## config.mk

```make
export PLATFORM = sky130hd
export DESIGN_NAME = mux_n_to_one_reg_flat
export DESIGN_NICKNAME = d
export VERILOG_FILES = /design/src/rtl/mux_n_to_one_reg_pkg.sv /design/src/rtl/mux_n_to_one_reg_if.sv /design/src/rtl/mux_n_to_one_reg_contador_mod_n.sv /design/src/rtl/mux_n_to_one_reg.sv /design/src/flat_wrapper.sv
export SDC_FILE = /design/constraint.sdc
export NUM_CORES = 1
export LEC_CHECK = 0
export ABC_AREA = 1
export BUFFER_PORTS_ARGS = -buffer_cell sky130_fd_sc_hd__buf_4
export CAP_MARGIN = 40
export CORE_ASPECT_RATIO = 1.25
export CORE_UTILIZATION = 45
export CTS_BUF_LIST = sky130_fd_sc_hd__clkbuf_8
export CTS_CLUSTER_SIZE = 8
export DETAILED_ROUTE_END_ITERATION = 16
export PLACE_DENSITY_LB_ADDON = 0.3
export SLEW_MARGIN = 20
export SYNTH_ARGS = -nofsm -noshare
export SYNTH_HDL_FRONTEND = slang
export SYNTH_SLANG_ARGS = --single-unit
```

## constraint.sdc

```tcl
create_clock -name clock -period 1.5 [get_ports clock]
set_input_delay 0.225 -clock clock [delete_from_list [all_inputs] [get_ports clock]]
set_output_delay 0.225 -clock clock [all_outputs]
set_load 0.02 [all_outputs]
```

## src/rtl/mux_n_to_one_reg_pkg.sv

```systemverilog
// ----------------------------------------------------------------------------
// mult_defs
// Shared definitions for the multiplier datapath operand muxes.
//   MODO_DIRETO / MODO_VARREDURA : encodings of the 'modo' input
//   DEFAULT_WIDTH                : default operand width of the datapath
//   sel_width()                  : select/index width for an N-input mux
// ----------------------------------------------------------------------------
package mult_defs;

    localparam logic MODO_DIRETO    = 1'b0;
    localparam logic MODO_VARREDURA = 1'b1;

    localparam int DEFAULT_WIDTH = 10;

    // A 1-input mux would give $clog2(1) = 0; keep at least one select bit.
    function automatic int sel_width(input int n);
        return (n > 1) ? $clog2(n) : 1;
    endfunction

endpackage

```

## src/rtl/mux_n_to_one_reg_if.sv

```systemverilog
// ----------------------------------------------------------------------------
// mux_n_to_one_reg_if
// Capture/handshake bundle of the registered N-to-1 operand mux.
//   en, modo, op, entradas, pronto : driven by the master (upstream/downstream)
//   saida, valido, indice, erro    : driven by the slave (the mux)
// ----------------------------------------------------------------------------
interface mux_n_to_one_reg_if
    import mult_defs::*;
#(
    parameter int WIDTH = DEFAULT_WIDTH,
    parameter int N     = 3
);
    localparam int SEL_W = sel_width(N);

    logic               en;
    logic               modo;
    logic [SEL_W-1:0]   op;
    logic [N*WIDTH-1:0] entradas;
    logic               pronto;
    logic [WIDTH-1:0]   saida;
    logic               valido;
    logic [SEL_W-1:0]   indice;
    logic               erro;

    modport master (
        output en, modo, op, entradas, pronto,
        input  saida, valido, indice, erro
    );

    modport slave (
        input  en, modo, op, entradas, pronto,
        output saida, valido, indice, erro
    );

endinterface

```

## src/rtl/mux_n_to_one_reg_contador_mod_n.sv

```systemverilog
// ----------------------------------------------------------------------------
// contador_mod_n
// Modulo-N index counter used by the scan mode.
//   clock, reset_n : clock and asynchronous active-low reset
//   clr            : synchronous clear to 0 (has priority over inc)
//   inc            : advance by one, wrapping N-1 -> 0
//   cnt            : current count
// ----------------------------------------------------------------------------
module contador_mod_n
    import mult_defs::*;
#(
    parameter int N = 3
) (
    input  logic                    clock,
    input  logic                    reset_n,
    input  logic                    clr,
    input  logic                    inc,
    output logic [sel_width(N)-1:0] cnt
);
    localparam int SEL_W = sel_width(N);

    logic [SEL_W-1:0] cnt_q;
    logic [SEL_W-1:0] cnt_d;

    always_comb begin
        cnt_d = cnt_q;
        if (clr) begin
            cnt_d = '0;
        end else if (inc) begin
            cnt_d = (cnt_q == SEL_W'(N - 1)) ? '0 : cnt_q + 1'b1;
        end
    end

    always_ff @(posedge clock or negedge reset_n) begin
        if (!reset_n) begin
            cnt_q <= '0;
        end else begin
            cnt_q <= cnt_d;
        end
    end

    assign cnt = cnt_q;

endmodule

```

## src/rtl/mux_n_to_one_reg.sv

```systemverilog
// ----------------------------------------------------------------------------
// mux_n_to_one_reg
// Registered N-to-1 operand mux with valid/ready output, out-of-range select
// flag and an automatic scan mode stepping through all inputs in order.
//   clock   : system clock, rising edge
//   reset_n : asynchronous active-low reset
//   bus     : slave side of mux_n_to_one_reg_if
//             (en/modo/op/entradas/pronto in, saida/valido/indice/erro out)
// All outputs are flops; no input reaches an output combinationally.
// ----------------------------------------------------------------------------
module mux_n_to_one_reg
    import mult_defs::*;
#(
    parameter int WIDTH = DEFAULT_WIDTH,
    parameter int N     = 3
) (
    input  logic               clock,
    input  logic               reset_n,
    mux_n_to_one_reg_if.slave  bus
);
    localparam int SEL_W  = sel_width(N);
    localparam int SEL_W1 = SEL_W + 1;

    logic [WIDTH-1:0] in_arr [N];
    logic [SEL_W-1:0] cnt;
    logic [SEL_W-1:0] sel;
    logic [WIDTH-1:0] sel_data;
    logic             in_range;
    logic             cap;
    logic             scan;

    logic [WIDTH-1:0] saida_q,  saida_d;
    logic             valido_q, valido_d;
    logic [SEL_W-1:0] indice_q, indice_d;
    logic             erro_q,   erro_d;

    generate
        for (genvar gi = 0; gi < N; gi++) begin : g_unpack
            assign in_arr[gi] = bus.entradas[gi*WIDTH +: WIDTH];
        end
    endgenerate

    // A held, unconsumed beat blocks capture; a consumed one can be replaced
    // in the same cycle.
    assign cap  = bus.en & (~valido_q | bus.pronto);
    assign scan = (bus.modo == MODO_VARREDURA);
    assign sel  = scan ? cnt : bus.op;

    // Extra bit so the comparison also works when N is a power of two.
    assign in_range = ({1'b0, sel} < SEL_W1'(N));

    always_comb begin
        sel_data = '0;
        for (int i = 0; i < N; i++) begin
            if (sel == SEL_W'(i)) begin
                sel_data = in_arr[i];
            end
        end
    end

    // Direct captures park the counter at 0 so that a later switch to scan
    // always starts from input 0.
    contador_mod_n #(.N(N)) u_contador (
        .clock   (clock),
        .reset_n (reset_n),
        .clr     (cap & ~scan),
        .inc     (cap &  scan),
        .cnt     (cnt)
    );

    always_comb begin
        saida_d  = saida_q;
        valido_d = valido_q;
        indice_d = indice_q;
        erro_d   = erro_q;
        if (cap) begin
            valido_d = 1'b1;
            indice_d = sel;
            saida_d  = in_range ? sel_data : '0;
            erro_d   = ~in_range;
        end else if (bus.pronto) begin
            // Beat consumed with nothing new to take: data stays, valid drops.
            valido_d = 1'b0;
        end
    end

    always_ff @(posedge clock or negedge reset_n) begin
        if (!reset_n) begin
            saida_q  <= '0;
            valido_q <= 1'b0;
            indice_q <= '0;
            erro_q   <= 1'b0;
        end else begin
            saida_q  <= saida_d;
            valido_q <= valido_d;
            indice_q <= indice_d;
            erro_q   <= erro_d;
        end
    end

    assign bus.saida  = saida_q;
    assign bus.valido = valido_q;
    assign bus.indice = indice_q;
    assign bus.erro   = erro_q;

endmodule

```

## src/flat_wrapper.sv

```systemverilog
// flat-port wrapper written by rule: the top's interface ports become plain ports
module mux_n_to_one_reg_flat import mult_defs::*;
#(
    parameter int WIDTH = DEFAULT_WIDTH,
    parameter int N     = 3
)
  (clock, reset_n, bus_en, bus_modo, bus_op, bus_entradas, bus_pronto, bus_saida, bus_valido, bus_indice, bus_erro);
  mux_n_to_one_reg_if #(.WIDTH(WIDTH), .N(N)) bus_i ();
  input  logic clock;
  input  logic reset_n;
  input wire logic [$bits(bus_i.en)-1:0] bus_en;
  input wire logic [$bits(bus_i.modo)-1:0] bus_modo;
  input wire logic [$bits(bus_i.op)-1:0] bus_op;
  input wire logic [$bits(bus_i.entradas)-1:0] bus_entradas;
  input wire logic [$bits(bus_i.pronto)-1:0] bus_pronto;
  output wire logic [$bits(bus_i.saida)-1:0] bus_saida;
  output wire logic [$bits(bus_i.valido)-1:0] bus_valido;
  output wire logic [$bits(bus_i.indice)-1:0] bus_indice;
  output wire logic [$bits(bus_i.erro)-1:0] bus_erro;
  assign bus_i.en = bus_en;
  assign bus_i.modo = bus_modo;
  assign bus_i.op = bus_op;
  assign bus_i.entradas = bus_entradas;
  assign bus_i.pronto = bus_pronto;
  assign bus_saida = bus_i.saida;
  assign bus_valido = bus_i.valido;
  assign bus_indice = bus_i.indice;
  assign bus_erro = bus_i.erro;
  mux_n_to_one_reg #(.WIDTH(WIDTH), .N(N)) u_core (.clock(clock), .reset_n(reset_n), .bus(bus_i));
endmodule
```

Word-level counts from Yosys, hierarchy flattened
Index checks and enable logic that the tools add are counted.

word-level totals
  bits in registers = 16
  logic and storage cells = 30
  input bits = 37
  output and inout bits = 14

operators by class
  bitwise operators = 7
  add/sub/neg operators = 1
  mux-type cells = 10
  magnitude comparators = 1
  equality and inequality tests = 3
  reduce and logical (&&, ||, !) cells = 3

operators with widths
  cell                                                 number
  two-way mux 10 bit                                   4
  two-way mux 2 bit                                    4
  equality test 2 bit, second input constant           2
  nonzero test 2 bit                                   2
  bitwise AND 1 bit                                    3
  NOT 1 bit                                            3
  adder 2 x 1 -> 2 bit, second input constant          1
  equality test 2 x 1 -> 1 bit, second input constant  1
  zero test 2 bit                                      1
  < comparator 2 bit, second input constant            1
  two-way mux 1 bit                                    2
  bitwise OR 1 bit                                     1

Longest topological paths before layout
  depth in word-level cells = 6
  depth in mapped cells = 9
  depth with buffers taken out = 9

Cells and area by module
A second synthesis with hierarchy kept.

second synthesis, totals
  cells, all modules = 141
  area, all modules = 1011.0 um^2

by module, submodules not included
  module            instances  seq. area each (um^2)  cells each  area an instance (um^2)
  mux_n_to_one_reg  1          350.3                  130         922.1
  contador_mod_n    1          50.0                   11          88.8

Least setup slack after synthesis
No wires, ideal clock.

  path kind = flip-flop to flip-flop
  from = register u_core.valido_q, in the netlist u_core.bus.valido
  to = register u_core.saida_q[2], in the netlist u_core.bus.saida[2]
  path buffers = 1
  period minus slack after synthesis = 1230 ps
  required time = 1426 ps
  slack = 270 ps
  setup time = 74 ps
  data arrival time = 1156 ps
  stages on the path, launching flop included = 9
  path through = dfrtp_1 nand2_1 nand2_1 inv_2 nand2_2 buf_6 nand2_1 nand2_1 o21ai_2

between the ends
  cells in the longest elaborated chain, start to end = 3

ends and longest elaborated chain
  element                   RTL line                RTL
  start: declaration        mux_n_to_one_reg.sv:33  logic valido_q, valido_d;
  start signal: assignment  mux_n_to_one_reg.sv:95  valido_q <= valido_d;
  NOT 1 bit                 mux_n_to_one_reg.sv:45  assign cap = bus.en & (~valido_q | bus.pronto);
  bitwise OR 1 bit          mux_n_to_one_reg.sv:45
  bitwise AND 1 bit         mux_n_to_one_reg.sv:45
  end signal: assignment    mux_n_to_one_reg.sv:94  saida_q <= saida_d;
  end: declaration          mux_n_to_one_reg.sv:32  logic [WIDTH-1:0] saida_q, saida_d;

Every way passes these cells.
A chain may end at the register's enable or synchronous reset.

Worst setup path in the final report
  from = register u_core.u_contador.cnt_q[1], in the netlist u_core.u_contador.cnt[1]
  to = register u_core.saida_q[2], in the netlist u_core.bus.saida[2]

between the ends
  cells in the longest elaborated chain, start to end = 6
  elaborated cells on any way between the ends = 9
  those cells by class = order compare: 1; eq/ne: 2; mux: 5; reduce/logical: 1

ends and longest elaborated chain
  element                          RTL line                               RTL
  start: declaration               mux_n_to_one_reg_contador_mod_n.sv:22  logic [SEL_W-1:0] cnt_q;
  start signal: assignment         mux_n_to_one_reg_contador_mod_n.sv:38  cnt_q <= cnt_d;
  two-way mux 2 bit *              mux_n_to_one_reg.sv:47                 assign sel = scan ? cnt : bus.op;
  zero test 2 bit                  mux_n_to_one_reg.sv:55                 if (sel == SEL_W'(i)) begin
  two-way mux 10 bit (3 in a row)  mux_n_to_one_reg.sv:55
  two-way mux 10 bit *             mux_n_to_one_reg.sv:79                 saida_d = in_range ? sel_data : '0;

Mark *: on every way between the ends. The rest lies on a longest branch, timed or not.

==> out/metrics.yaml <==
layout:
  num_antenna_cells: 0
  final_cell_mix: "nand2_1, buf_4, inv_1"
  final_cell_area_sq_mm: 0.00139
  fillers: 189
  layout-drive-gt1-share_pct: 33.0
  fin_util_pct: 70.8
  syn_to_final_growth_pct: 49.3
  layout_commonest_cell: "nand2_1"
  layout.nets: 229
drt:
  wl_per_cell_um: 12.0
  drt_wl_total_mm: 2.54
  num_vias: 1026
  via_per_inst: 4.86
  dr.pass1.iters: 4
  ant_nets: 0
  drt_iter0_drc: 15
  drc_errors: 0
placed_design:
  dp.final_hpwl_mm: 2.02
  routabilityCongestion: 0.749
  portBuffers: 50
  place_area_sq_mm: 0.00132
clocking:
  cts_tree: "built"
  clockBufferDepth: 2
  post_cts_buffers: 0
  cts_buffers: 3
  cts_num_sinks: 16
  htree_levels: 1
  clk_pin_slew_ps: 60
  worstSkewPairLatency_ps: 250
  root_buffer: "clkbuf_8"
critical_path:
  critical_path_class: "flip-flop to flip-flop"
  r2r_slack_ps: 220
  required_ps: 1690
  worst-path-max-fanout: 11
  start_kind: "flip-flop"
  arrival_ps: 1460
  end_kind: "flip-flop"
grt:
  use_met2_pct: 48.0
  grtUsageMet3_pct: 3.45
  grt_max_degree: 17
  gr-total-overflow: 0
  grt_pass1_wl_mm: 4.13
  antenna_found_initial: 0
  met1_usage_pct: 24.8
  grt_pass1_vias: 1044
  top_usage_layer: "met2"
  grt.total_usage_pct: 24.4
synthesis:
  yosysWarnings: 0
  synth-seq-area-share_pct: 43.1
  ys_types: 16
  avgSynthCellArea_sq_um: 6.78
  syn_nets: 174
  synth.cell_area_sq_um: 928
  synth.ff_latch_count: 16
  syn-instance-count: 137
power:
  p_leak_nw: 0.835
  irDropWorstVdd_mv: 0.807
  powerDensity_mw_per_mm2: 1090
timing:
  fin_tns_setup_ps: 0
  rsz0062_at_grt: "no"
  clock-skew-final_ps: 0.436
  hold_viol: 0
  fmax_mhz: 783
  tightest_slew_ps: 607
  post-route-period-util_pct: 85.1
  setup_viol: 0
  slew_headroom_pct: 59.1
  min_period_ps: 1280
  slew_viol_final: 0
run_status:
  status: "completed"
job:
  max-cap-violations: 0
floorplan:
  fp.dieW_um: 42.6
  dieArea_sq_mm: 0.00225
  core-area_sq_mm: 0.00196
  rows: 18
  initial_utilization_pct: 47.4
  ios: 51
  die_y_um: 52.8
worst_hold_path:
  hp-class: "input pin to flip-flop"
-- Yosys cell counts --
master,n,area [sq um]
nand2_1,62,233
nand2_2,2,12.5
buf_6,1,11.3
nand2_4,1,11.3
o21ai_2,1,8.76
a21oi_1,2,10.0
o21ai_0,14,70.1
o21a_1,3,22.5
nand3_1,9,45.0
inv_1,18,67.6
inv_2,2,7.51
dfrtp_1,16,400
clkbuf_1,1,3.75
buf_4,1,7.51
nor2_1,3,11.3
nor2_2,1,6.26
-- cell type report --
cell class                      instances  area (sq um)  area share [%]
Clock buffer                            4          55.1            3.97
Multi-Input combinational cell         98           430            31.0
Inverter                               20          75.1            5.42
Tap cell                               20          25.0            1.81
Timing Repair Buffer                   53           400            28.9
Sequential cell                        16           400            28.9
-- sequential cells by signal, indices dropped and copies added (netlist names) --
signal,count
u_core.bus.saida,10
u_core.bus.erro,1
u_core.u_contador.cnt,2
u_core.bus.valido,1
u_core.bus.indice,2
-- worst max-delay path, stage by stage, from the launching register on --
cell     delay (ps)
dfrtp_1         380
inv_1            90
nand2_1         110
nand2_4         140
nand2_2         140
nand2_1         160
nand2_1          80
o21ai_2         100
-- power by group --
part | switching (mW) | internal, mW
Combinational | 0.310 | 0.244
Clock | 0.156 | 0.233
Sequential | 0.0494 | 0.516
-- worst paths after layout --
path	from	cells after the start	to
max in group asynchronous	reset_n	2	u_core.bus.saida[1]
min in group asynchronous	reset_n	2	u_core.u_contador.cnt[0]
max reg2reg	u_core.u_contador.cnt[1]	7	u_core.bus.saida[2]
min reg2reg	u_core.bus.saida[0]	2	u_core.bus.saida[0]
max	u_core.u_contador.cnt[1]	7	u_core.bus.saida[2]
min	bus_pronto	4	u_core.bus.valido
-- per-layer routing --
| layer | up-vias | share of wire, % |
|---|---|---|
| li1 | 528 | - |
| met1 | 458 | 37 |
| met2 | 33 | 57 |
| met3 | 7 | 4.2 |
| met4 | 0 | 2.2 |
| met5 | - | 0 |
-- what timing repair did --
| action | CTS | global route |
|---|---|---|
| hold endpoints to repair | 16 | 0 |
| hold buffers | 1 | 0 |
| resized for setup | 0 | 0 |
-- logic make-up (layout without fill, tap and decap cells) --
group                  Yosys count  after routing  share of synthesized area (%)
AND/OR/NAND/NOR                 78             78                           34.4
buffers and inverters           23             77                           10.5
AO/OA/AOI/OAI                   20             20                           12.0
flip-flops                      16             16                           43.1
-- through the flow --
stage	hold WS [ps]	setup WS [ps]	std cells	total power, mW
floorplan	-70.6	270	137	0.869
global placement	88.0	252	206	1.11
detailed placement	97.6	204	206	1.13
CTS	235	214	211	1.51
global route	258	135	211	1.59
finish	230	223	211	1.51
Power figures use the tool's default switching activity.
